===== config.mk =====
export PLATFORM = sky130hd
export DESIGN_NAME = traffic_conflict_monitor
export DESIGN_NICKNAME = d
export VERILOG_FILES = /design/src/rtl/traffic_conflict_monitor.sv
export SDC_FILE = /design/constraint.sdc
export NUM_CORES = 1
export LEC_CHECK = 0
export ABC_AREA = 0
export CORE_UTILIZATION = 45
export DETAILED_ROUTE_END_ITERATION = 8
export PLACE_DENSITY = 0.75
export SYNTH_ARGS = -nofsm -noshare
export SYNTH_HDL_FRONTEND = slang
export SYNTH_SLANG_ARGS = --single-unit

===== constraint.sdc =====
create_clock -name clk -period 1.9 [get_ports clk]
set_clock_uncertainty 0.1 [all_clocks]
set_input_delay 0.19 -clock clk [delete_from_list [all_inputs] [get_ports clk]]
set_output_delay 0.19 -clock clk [all_outputs]
set_load 0.005 [all_outputs]

===== src/rtl/traffic_conflict_monitor.sv =====
// Safety stage between the light controller and the lamp drivers: registers commanded lights, latches a flashing fault on persistent conflicts.
// Optional input-stall watchdog is built when TRAFFIC_CONFLICT_MON_WATCHDOG_EN is defined.
module traffic_conflict_monitor #(
  parameter int PERSIST    = 2,
  parameter int STARTUP    = 3,
  parameter int BLINK_HALF = 4
`ifdef TRAFFIC_CONFLICT_MON_WATCHDOG_EN
  ,parameter int WDOG_CYCLES = 32
`endif
) (
  input  logic       clk,
  input  logic       rst,
  input  logic [2:0] light_M1,
  input  logic [2:0] light_M2,
  input  logic [2:0] light_MT,
  input  logic [2:0] light_S,
  input  logic       clear,
  output logic [2:0] lamp_M1,
  output logic [2:0] lamp_M2,
  output logic [2:0] lamp_MT,
  output logic [2:0] lamp_S,
  output logic       fault,
  output logic [2:0] fault_code,
  output logic [7:0] fault_cnt
);

  localparam logic [2:0]  RED      = 3'b100;
  localparam logic [2:0]  YEL      = 3'b010;
  localparam logic [2:0]  GRN      = 3'b001;
  localparam logic [11:0] ALL_RED  = {RED, RED, RED, RED};
  localparam logic [11:0] FLASH_ON = {YEL, YEL, RED, RED};

  typedef enum logic [1:0] {ST_START, ST_PASS, ST_FAULT} state_t;

  state_t      r_state, w_state_nxt;
  logic [11:0] r_lamp, w_lamp_nxt;
  logic        r_fault, w_fault_nxt;
  logic [2:0]  r_code, w_code_nxt;
  logic [7:0]  r_fcnt, w_fcnt_nxt;
  logic [3:0]  r_start_cnt, w_start_cnt_nxt;
  logic [3:0]  r_pers_cnt, w_pers_cnt_nxt;
  logic [7:0]  r_blink_cnt, w_blink_cnt_nxt;
  logic        r_blink_on, w_blink_on_nxt;
  logic [11:0] w_in;
  logic [2:0]  w_chk;
  logic        w_trip;
  logic [2:0]  w_trip_code;
  logic        w_wd_hit;

  assign w_in = {light_M1, light_M2, light_MT, light_S};

  function automatic logic is_legal(input logic [2:0] v);
    return (v == RED) || (v == YEL) || (v == GRN);
  endfunction

  always_comb begin
    w_chk = 3'b000;
    if (!(is_legal(light_M1) && is_legal(light_M2) && is_legal(light_MT) && is_legal(light_S)))
      w_chk = 3'b001;
    else if ((light_S != RED) && ((light_M1 != RED) || (light_M2 != RED) || (light_MT != RED)))
      w_chk = 3'b010;
    else if ((light_MT != RED) && (light_M2 != RED))
      w_chk = 3'b011;
  end

`ifdef TRAFFIC_CONFLICT_MON_WATCHDOG_EN
  logic [11:0] r_prev;
  logic [9:0]  r_wd_cnt, w_wd_cnt_nxt;
  logic        w_same;
  assign w_same   = (w_in == r_prev);
  assign w_wd_hit = (r_state == ST_PASS) && w_same && ((r_wd_cnt + 10'd1) == 10'(WDOG_CYCLES));
`else
  assign w_wd_hit = 1'b0;
`endif

  always_comb begin
    w_state_nxt     = r_state;
    w_lamp_nxt      = r_lamp;
    w_fault_nxt     = r_fault;
    w_code_nxt      = r_code;
    w_fcnt_nxt      = r_fcnt;
    w_start_cnt_nxt = r_start_cnt;
    w_pers_cnt_nxt  = r_pers_cnt;
    w_blink_cnt_nxt = r_blink_cnt;
    w_blink_on_nxt  = r_blink_on;
    w_trip          = 1'b0;
    w_trip_code     = w_chk;
`ifdef TRAFFIC_CONFLICT_MON_WATCHDOG_EN
    w_wd_cnt_nxt    = 10'd0;
`endif
    case (r_state)
      ST_START: begin
        // Controller outputs are undefined here, so inputs are not looked at.
        w_lamp_nxt = ALL_RED;
        if (r_start_cnt == 4'(STARTUP - 1)) begin
          w_state_nxt     = ST_PASS;
          w_start_cnt_nxt = 4'd0;
          w_pers_cnt_nxt  = 4'd0;
        end else begin
          w_start_cnt_nxt = r_start_cnt + 4'd1;
        end
      end
      ST_PASS: begin
`ifdef TRAFFIC_CONFLICT_MON_WATCHDOG_EN
        w_wd_cnt_nxt = w_same ? (r_wd_cnt + 10'd1) : 10'd0;
`endif
        if (w_chk == 3'b000) begin
          w_lamp_nxt     = w_in;
          w_pers_cnt_nxt = 4'd0;
        end else begin
          w_pers_cnt_nxt = r_pers_cnt + 4'd1;
          if ((r_pers_cnt + 4'd1) == 4'(PERSIST))
            w_trip = 1'b1;
        end
        if (!w_trip && w_wd_hit) begin
          w_trip      = 1'b1;
          w_trip_code = 3'b100;
        end
        if (w_trip) begin
          w_state_nxt     = ST_FAULT;
          w_fault_nxt     = 1'b1;
          w_code_nxt      = w_trip_code;
          w_fcnt_nxt      = (r_fcnt == 8'hFF) ? r_fcnt : (r_fcnt + 8'd1);
          w_blink_on_nxt  = 1'b1;
          w_blink_cnt_nxt = 8'd0;
          w_lamp_nxt      = FLASH_ON;
          w_pers_cnt_nxt  = 4'd0;
        end
      end
      ST_FAULT: begin
        if (clear && (w_chk == 3'b000)) begin
          w_state_nxt     = ST_START;
          w_fault_nxt     = 1'b0;
          w_code_nxt      = 3'b000;
          w_lamp_nxt      = ALL_RED;
          w_start_cnt_nxt = 4'd0;
        end else if (r_blink_cnt == 8'(BLINK_HALF - 1)) begin
          w_blink_cnt_nxt = 8'd0;
          w_blink_on_nxt  = !r_blink_on;
          w_lamp_nxt      = r_blink_on ? 12'd0 : FLASH_ON;
        end else begin
          w_blink_cnt_nxt = r_blink_cnt + 8'd1;
          w_lamp_nxt      = r_blink_on ? FLASH_ON : 12'd0;
        end
      end
      default: w_state_nxt = ST_START;
    endcase
  end

  always_ff @(posedge clk or posedge rst) begin
    if (rst) begin
      r_state     <= ST_START;
      r_lamp      <= ALL_RED;
      r_fault     <= 1'b0;
      r_code      <= 3'b000;
      r_fcnt      <= 8'd0;
      r_start_cnt <= 4'd0;
      r_pers_cnt  <= 4'd0;
      r_blink_cnt <= 8'd0;
      r_blink_on  <= 1'b0;
    end else begin
      r_state     <= w_state_nxt;
      r_lamp      <= w_lamp_nxt;
      r_fault     <= w_fault_nxt;
      r_code      <= w_code_nxt;
      r_fcnt      <= w_fcnt_nxt;
      r_start_cnt <= w_start_cnt_nxt;
      r_pers_cnt  <= w_pers_cnt_nxt;
      r_blink_cnt <= w_blink_cnt_nxt;
      r_blink_on  <= w_blink_on_nxt;
    end
  end

`ifdef TRAFFIC_CONFLICT_MON_WATCHDOG_EN
  always_ff @(posedge clk or posedge rst) begin
    if (rst) begin
      r_prev   <= 12'd0;
      r_wd_cnt <= 10'd0;
    end else begin
      r_prev   <= w_in;
      r_wd_cnt <= w_wd_cnt_nxt;
    end
  end
`endif

  assign lamp_M1    = r_lamp[11:9];
  assign lamp_M2    = r_lamp[8:6];
  assign lamp_MT    = r_lamp[5:3];
  assign lamp_S     = r_lamp[2:0];
  assign fault      = r_fault;
  assign fault_code = r_code;
  assign fault_cnt  = r_fcnt;

endmodule


==> flow_results.org <==
** Status
- Status :: complete, but fails checks
- Failing checks :: negative setup slack

** Synthesis
- Synth Cell Area :: 0.002459 mm^2
- In the synthesized netlist, mux cells make up 3.461% of the area.
- Synthesis produced a netlist with a net count of approximately 280.
- Synth cell types :: 56
- The share of the Yosys chip area taken by registers is a little over two fifths.
- Counting flops with a built-in enable in the synthesized netlist gives 0.
- Yosys Warn Count :: 0
- Synthesis produced 253 cells.
- Share of flip-flops with an asynchronous set or reset after synthesis :: between 90% and 100%
- Summing the areas of all xor and xnor instances in the mapped netlist gives 3.919% of the synthesized area.
- Synthesized area per cell :: 9.718 um^2
- Summing the areas of all fa, ha and maj instances in the mapped netlist gives 4.580% of the synthesized area.
- In this run, synthesis produced a sequential element count of 42.
- Summing the areas of all and, or, nand and nor instances in the mapped netlist gives 17.91% of the synthesized area.
- After synthesis, the largest family of logic cells by area is compound AO/OA/AOI/OAI gates.
- For this run, the leading register cell type out of synthesis is dfrtp_1.
- Fraction of the mapped netlist area in compound gates :: 22.65%

** Cells and area
- Once layout is done, the placed cells without fillers occupy 0.003760 mm^2.
- Leaving out fill and tap cells, the most frequent cell in the layout is buf_4.
- Once layout is complete, the utilization of the core stands at 72.69%.
- In the layout the commonest cells are buf_4 (57), dfrtp_1 (36), clkdlybuf4s50_1 (25).
- Synth-to-Final Area Change :: 52.93%
- Fin nets :: roughly 380
- 0 antenna diodes ended up in the layout.
- The post-route netlist has 37.29% of its cells at a drive strength greater than 1.

** Critical path
- The worst setup path is launched from a flop.
- Signal arrival time at the worst endpoint :: 2.04 ns
- Counting cells, the worst reg-to-reg path comes to 9.
- Reg-to-Reg Start :: r_pers_cnt[1]
- Critical Path End Type :: flop
- Along the worst path, the maximum fanout reaches 8.
- At the worst endpoint, the required time is roughly 2 ns.
- The critical path starts at r_pers_cnt[1].
- The worst setup path is of the flop to flop kind.

** Pwr
- Peak supply drop :: between 0.7 and 0.8 mV
- Registers are responsible for between 20 and 30% of the overall power.
- Internal power comes to 3.078 mW.
- In this run, the clock network consumes 11.5% of the power.
- Power spread over the standard cell area amounts to 1386 mW/mm^2.
- Net switching is roughly 41% of the power.
- Logic pwr share :: 60.6%
- Total power after layout :: 5.212 mW
- Reported net switching power :: 2.134 mW
- In this run the static leakage power is 1.615 nW.

** Drt
- Before antenna repair, the detailed router went through 4 iterations.
- Summing over every cut layer, the via total after detailed routing is about 2400.
- The count of nets left with antenna violations once routing finished came out at 0.
- After detailed routing, the number of remaining DRC violations is 0.
- Wire length after detailed routing :: 6.785 mm
- For this block, the initial DRC count from the detailed router was 191.
- Vias per cell :: 5.738
- After detailed routing, the average wire length per cell comes to 16.00 um.

** Global route
- Initial antenna violation count :: 0
- Via count of the first global-routing pass :: approximately 2300
- The total overflow left after global routing is 0.
- Global router's overall resource usage :: 23.26%
- First-pass GRT wire length :: about 11 mm
- Maximum number of pins on one net before global-route repair :: 43

** Floorplanning
- Chip Width :: 75.92 um
- For this configuration, the core starts out at a cell density of 47.53%.
- The floorplan step defined a core boundary enclosing between 0.005 and 0.006 mm^2.
- For this design the top-level I/O count stands at 39.
- Die area :: 0.005763 mm^2
- Die height :: 75.92 um
- Site Rows :: 26

** Timing
- Static timing analysis puts the maximum clock frequency at between 0.5 and 0.6 GHz.
- Number of pins with negative max-slew slack in the final report :: 0
- Final worst-path setup slack :: -0.05087 ns
- Setup violations remaining at the end of the flow were counted as 15.
- Final Hold Vio Count :: 0
- The tightest hold path in the finished design has a slack of 0.2155 ns.
- Final sum of negative setup slack :: -0.3612 ns
- Subtracting the final worst setup slack from the clock period gives 1.951 ns.
- RSZ-0062 raised after global routing :: yes
- Max-slew headroom at the worst pin :: around 64%
- Dividing the final minimum period by the clock period gives 102.7%.
- Worst slew pin tran :: between 0.5 and 0.6 ns

** Min path
- In this run the worst hold path is classified as input port to async pin.

** Placed design
- Number of I/O port buffers :: 37
- Area post-placement :: ~0.0033 mm^2
- Final weighted congestion in routability-driven placement :: 0.8419
- HPWL Detailed :: roughly 4.5 mm

** Clock network
- CTS HTree Levels :: 2
- The clock drives 42 sinks.
- The later pin in the worst-skew pair is clocked with a latency of 0.30 ns.
- In this run the clock root is driven by a clkbuf_8.
- CTS clock-pin slew for the worst setup and hold paths :: 0.08 ns
- Total CTS buffers :: 5
- CTS tree :: done
- The clock passes through at most 2 buffers.

** Job
- Across the run, the number of max-cap violations was 0.
[synthesized netlist by cell type, types with 3 or more instances]
master | n | area [um^2]
nor2_1 | 10 | 37.54
dfrtp_1 | 38 | 950.9
o211ai_1 | 5 | 37.54
dfstp_2 | 4 | 105.1
a22o_2 | 6 | 60.06
o21ai_0 | 16 | 80.08
a21oi_1 | 10 | 50.05
nand3_1 | 9 | 45.04
nand2_1 | 25 | 93.84
nand4_1 | 5 | 31.28
clkbuf_1 | 3 | 11.26
nor3b_1 | 4 | 30.03
o221ai_1 | 4 | 35.03
inv_1 | 12 | 45.04
a32o_1 | 3 | 30.03
mux2_2 | 3 | 33.78
and3_1 | 3 | 18.77
a31oi_1 | 3 | 18.77
mux2i_1 | 4 | 40.04
o2bb2ai_1 | 5 | 43.79
ha_1 | 9 | 112.6
a211oi_1 | 3 | 22.52
nor3_1 | 11 | 55.05
xor2_1 | 10 | 87.58
o311ai_0 | 3 | 26.28
nand2b_1 | 5 | 31.28
[registers in the layout, summed over array words and instances (netlist names)]
| name | cells |
|---|---|
| r_pers_cnt | 4 |
| r_blink_cnt | 8 |
| r_lamp | 12 |
| r_blink_on | 1 |
| fault_code | 2 |
| fault | 1 |
| r_state | 2 |
| r_start_cnt | 4 |
| fault_cnt | 8 |
[final cells by class]
| cell class | instances | area [um^2] |
|---|---|---|
| Clock buffer | 7 | 86.33 |
| Clock inverter | 1 | 5.005 |
| Inverter | 13 | 51.30 |
| Fill cell | 350 | 1413 |
| Multi-Input combinational cell | 191 | 1622 |
| Sequential cell | 42 | 1059 |
| Tap cell | 70 | 87.58 |
| Timing Repair Buffer | 100 | 849.6 |
[critical path, stage by stage, from the launching register on]
cell      delay (ns)
dfrtp_2         0.43
ha_4            0.19
nand2_4         0.06
nor3_4          0.21
o21ai_2         0.10
a21oi_1         0.13
buf_4           0.21
buf_6           0.12
o211ai_1        0.08
a32o_1          0.22
[cell families after synthesis]
family,after synthesis
fa+ha+maj,9
xor+xnor,11
compound gates,76
other cells,1
simple gates,84
flops,42
buf+inv,22
mux,8
[layer usage]
layer | GRT usage (%) | part of all wire [%] | routed length (um)
met2 | 38.36 | 50 | 3414
met4 | 9.808 | 1.6 | 110
met1 | 30.19 | 43 | 2898
met3 | 3.976 | 5.3 | 361
met5 | 0 | 0 | 0
[power groups by stage]
stage / Clock (mW) / Sequential [mW] / Combinational, mW
final: 0.598 / 1.46 / 3.16
after global routing: 0.642 / 1.50 / 3.43
after CTS: 0.609 / 1.44 / 2.74
after detailed placement: 0 / 1.44 / 2.52
after global placement: 0 / 1.43 / 2.45
after floorplan: 0 / 1.42 / 1.45
[path summary, 6_finish.rpt]
kind | to | slack, ns
setup / recovery | r_blink_cnt[7] | -0.05
hold / removal | fault_cnt[1] | 0.22
setup reg to reg | r_blink_cnt[7] | -0.05
hold reg to reg | r_lamp[2] | 0.38
max in group asynchronous | r_pers_cnt[1] | 1.09
min in group clk | r_lamp[0] | 0.23
[what timing repair did]
action,CTS,global route
gates cloned,2,0
buffers inserted,5,4
endpoints found under the setup margin,33,38
pin swaps,17,30
hold buffers,0,0
gates resized for setup,38,44
[stage by stage]
stage | std cells | worst slack, ns
6_report | 424 | -0.05087
5_1_grt | 424 | -0.1300
4_1_cts | 420 | -0.08764
3_5_place_dp | 406 | -0.5357
3_3_place_gp | 406 | -0.5272
2_1_floorplan | 253 | 0.004800
Note: power is estimated with default switching activity, not from simulation.
==> patch, RTL diff (config.mk and constraints unchanged) <==
The 3 states of `state_t` get a one-hot encoding in 3 bits.
--- a/src/rtl/traffic_conflict_monitor.sv
+++ b/src/rtl/traffic_conflict_monitor.sv
@@ -30,7 +30,7 @@
   localparam logic [11:0] ALL_RED  = {RED, RED, RED, RED};
   localparam logic [11:0] FLASH_ON = {YEL, YEL, RED, RED};
 
-  typedef enum logic [1:0] {ST_START, ST_PASS, ST_FAULT} state_t;
+  typedef enum logic [2:0] {ST_START = 3'b001, ST_PASS = 3'b010, ST_FAULT = 3'b100} state_t;
 
   state_t      r_state, w_state_nxt;
   logic [11:0] r_lamp, w_lamp_nxt;
Function: same outputs for any inputs over 10 cycles, from zero or initial values and one cycle with rst high; not proved beyond that.
==> patch against the unedited design <==
- the flow still finishes with violations (setup timing)
- non-clock buffer count shrank 6
- maximum frequency shrank 1.1%
- synthesized cell count shrank 3.2%
- wire length shrank 1.2%
- final area shrank 3.3%
- count of clock-buffer cells in the layout shrank 1
- worst setup slack lost 0.022 ns
- area after synthesis shrank 3.7%
- sequential cell count grew 1
- sequential share of layout area grew 1.6 points
- die area shrank 3.6%
- critical path type unchanged
Power is not compared: it rests on default switching activity, and its combinational part moved more than twofold at a synthesized area within 25%.
==> patch: results <==
# TYPE chip_impl_metric gauge
chip_impl_metric{name="timing.slew.headroom",unit="%"} 63.00
chip_impl_metric{name="clockBufferDepth",unit=""} 2
chip_impl_metric{name="met1_global_route_usage",unit="%"} 29.53
chip_impl_metric{name="detailedRoute.firstPassIterationCount",unit=""} 5
chip_impl_metric{name="place_hpwl",unit="mm"} 4.357
chip_impl_metric{name="globalRouteMet2Util",unit="%"} 39.64
chip_impl_metric{name="timing.critical_path.slowest_cell_delay",unit="ns"} 0.41
chip_impl_metric{name="global_route_wire_length_before_repair",unit="mm"} 9.791
chip_impl_metric{name="detailroute.wirelength.met2",unit="mm"} 3.483
chip_impl_metric{name="gp_congestion",unit=""} 0.8280
chip_impl_metric{name="sequential_element_share_of_the_synthesized_area",unit="%"} 45.69
chip_impl_metric{name="timing.reg2reg.worst_path_depth",unit=""} 8
chip_impl_info{name="yosys-top-cells-count",value="sky130_fd_sc_hd__dfrtp_1 (38), sky130_fd_sc_hd__nand2_1 (22), sky130_fd_sc_hd__nor2_1 (17)"} 1
chip_impl_metric{name="fillCellCount",unit=""} 368
chip_impl_metric{name="use_met3",unit="%"} 4.472
chip_impl_metric{name="wl_met1",unit="mm"} 2.902
chip_impl_metric{name="timing.hold.ws",unit="ns"} 0.1212
chip_impl_metric{name="synth-compound-area-share",unit="%"} 21.50
chip_impl_metric{name="setup-tns-final",unit="ns"} -0.2504
chip_impl_metric{name="setup_viol_count_final",unit=""} 12
chip_impl_metric{name="post_drt_wl_per_cell",unit="µm"} 16.19
chip_impl_info{name="reg2reg_to",value="fault_cnt[1]"} 1
chip_impl_info{name="violations",value="setup timing"} 1
chip_impl_metric{name="grt_pass1_vias",unit=""} 2159
chip_impl_info{name="run_status",value="finished with violations"} 1
chip_impl_info{name="worst_path_dominant_cell_family",value="simple AND/OR/NAND/NOR gates"} 1
chip_impl_metric{name="drt_iter0_markers",unit=""} 99
chip_impl_info{name="slowest_cp_cell",value="sky130_fd_sc_hd__dfrtp_1"} 1
chip_impl_metric{name="synth_adder_area_share",unit="%"} 3.170
chip_impl_metric{name="xor_xnor_share_of_the_synthesized_area",unit="%"} 4.068
chip_impl_metric{name="dpl_worst_slack",unit="ns"} -0.6090
chip_impl_metric{name="met3_length",unit="µm"} 180
chip_impl_metric{name="placedCellCount",unit=""} 397
chip_impl_metric{name="mean_instance_size_in_the_synthesized_netlist",unit="µm²"} 9.667
chip_impl_metric{name="grt_max_degree",unit=""} 44
chip_impl_metric{name="layout.nets",unit=""} 364
chip_impl_metric{name="route.vias.total",unit=""} 2299
chip_impl_metric{name="yosys.cell_types.count",unit=""} 52
chip_impl_metric{name="final_critical_path_setup_slack",unit="ns"} -0.07263
==> patch: changes by cell type after synthesis, sizes merged, moves of 4 or more <==
cell and change:
nor2 +9, nand2 -4, o2bb2ai -5, and2 +4, o221ai -4, nand3 +4
nor2b +5
==> patch: layout make-up <==
cell class	instances	area [µm²]	share of cell area, %
clock inverter	2	12.51	0.3442
inverter	13	48.80	1.343
tap	70	87.58	2.410
timing repair buffer	94	790.8	21.76
clock buffer	6	72.57	1.997
multi-input combinational	186	1540	42.38
sequential	43	1082	29.78
==> patch: timing repair <==
item                       CTS  global route
gates cloned                 1             1
pin swaps                   20            19
setup buffers                1             6
gates resized for setup     50            45
hold buffers                 0             0
setup endpoints to repair   42            33
==> patch: cells by family after synthesis <==
| kind of cell | Yosys count |
|---|---|
| multiplexers | 2 |
| adder cells (fa/ha/maj) | 6 |
| AND/OR/NAND/NOR | 95 |
| other | 1 |
| flip-flops | 43 |
| AO/OA/AOI/OAI | 70 |
| XOR/XNOR | 11 |
| buffers and inverters | 17 |
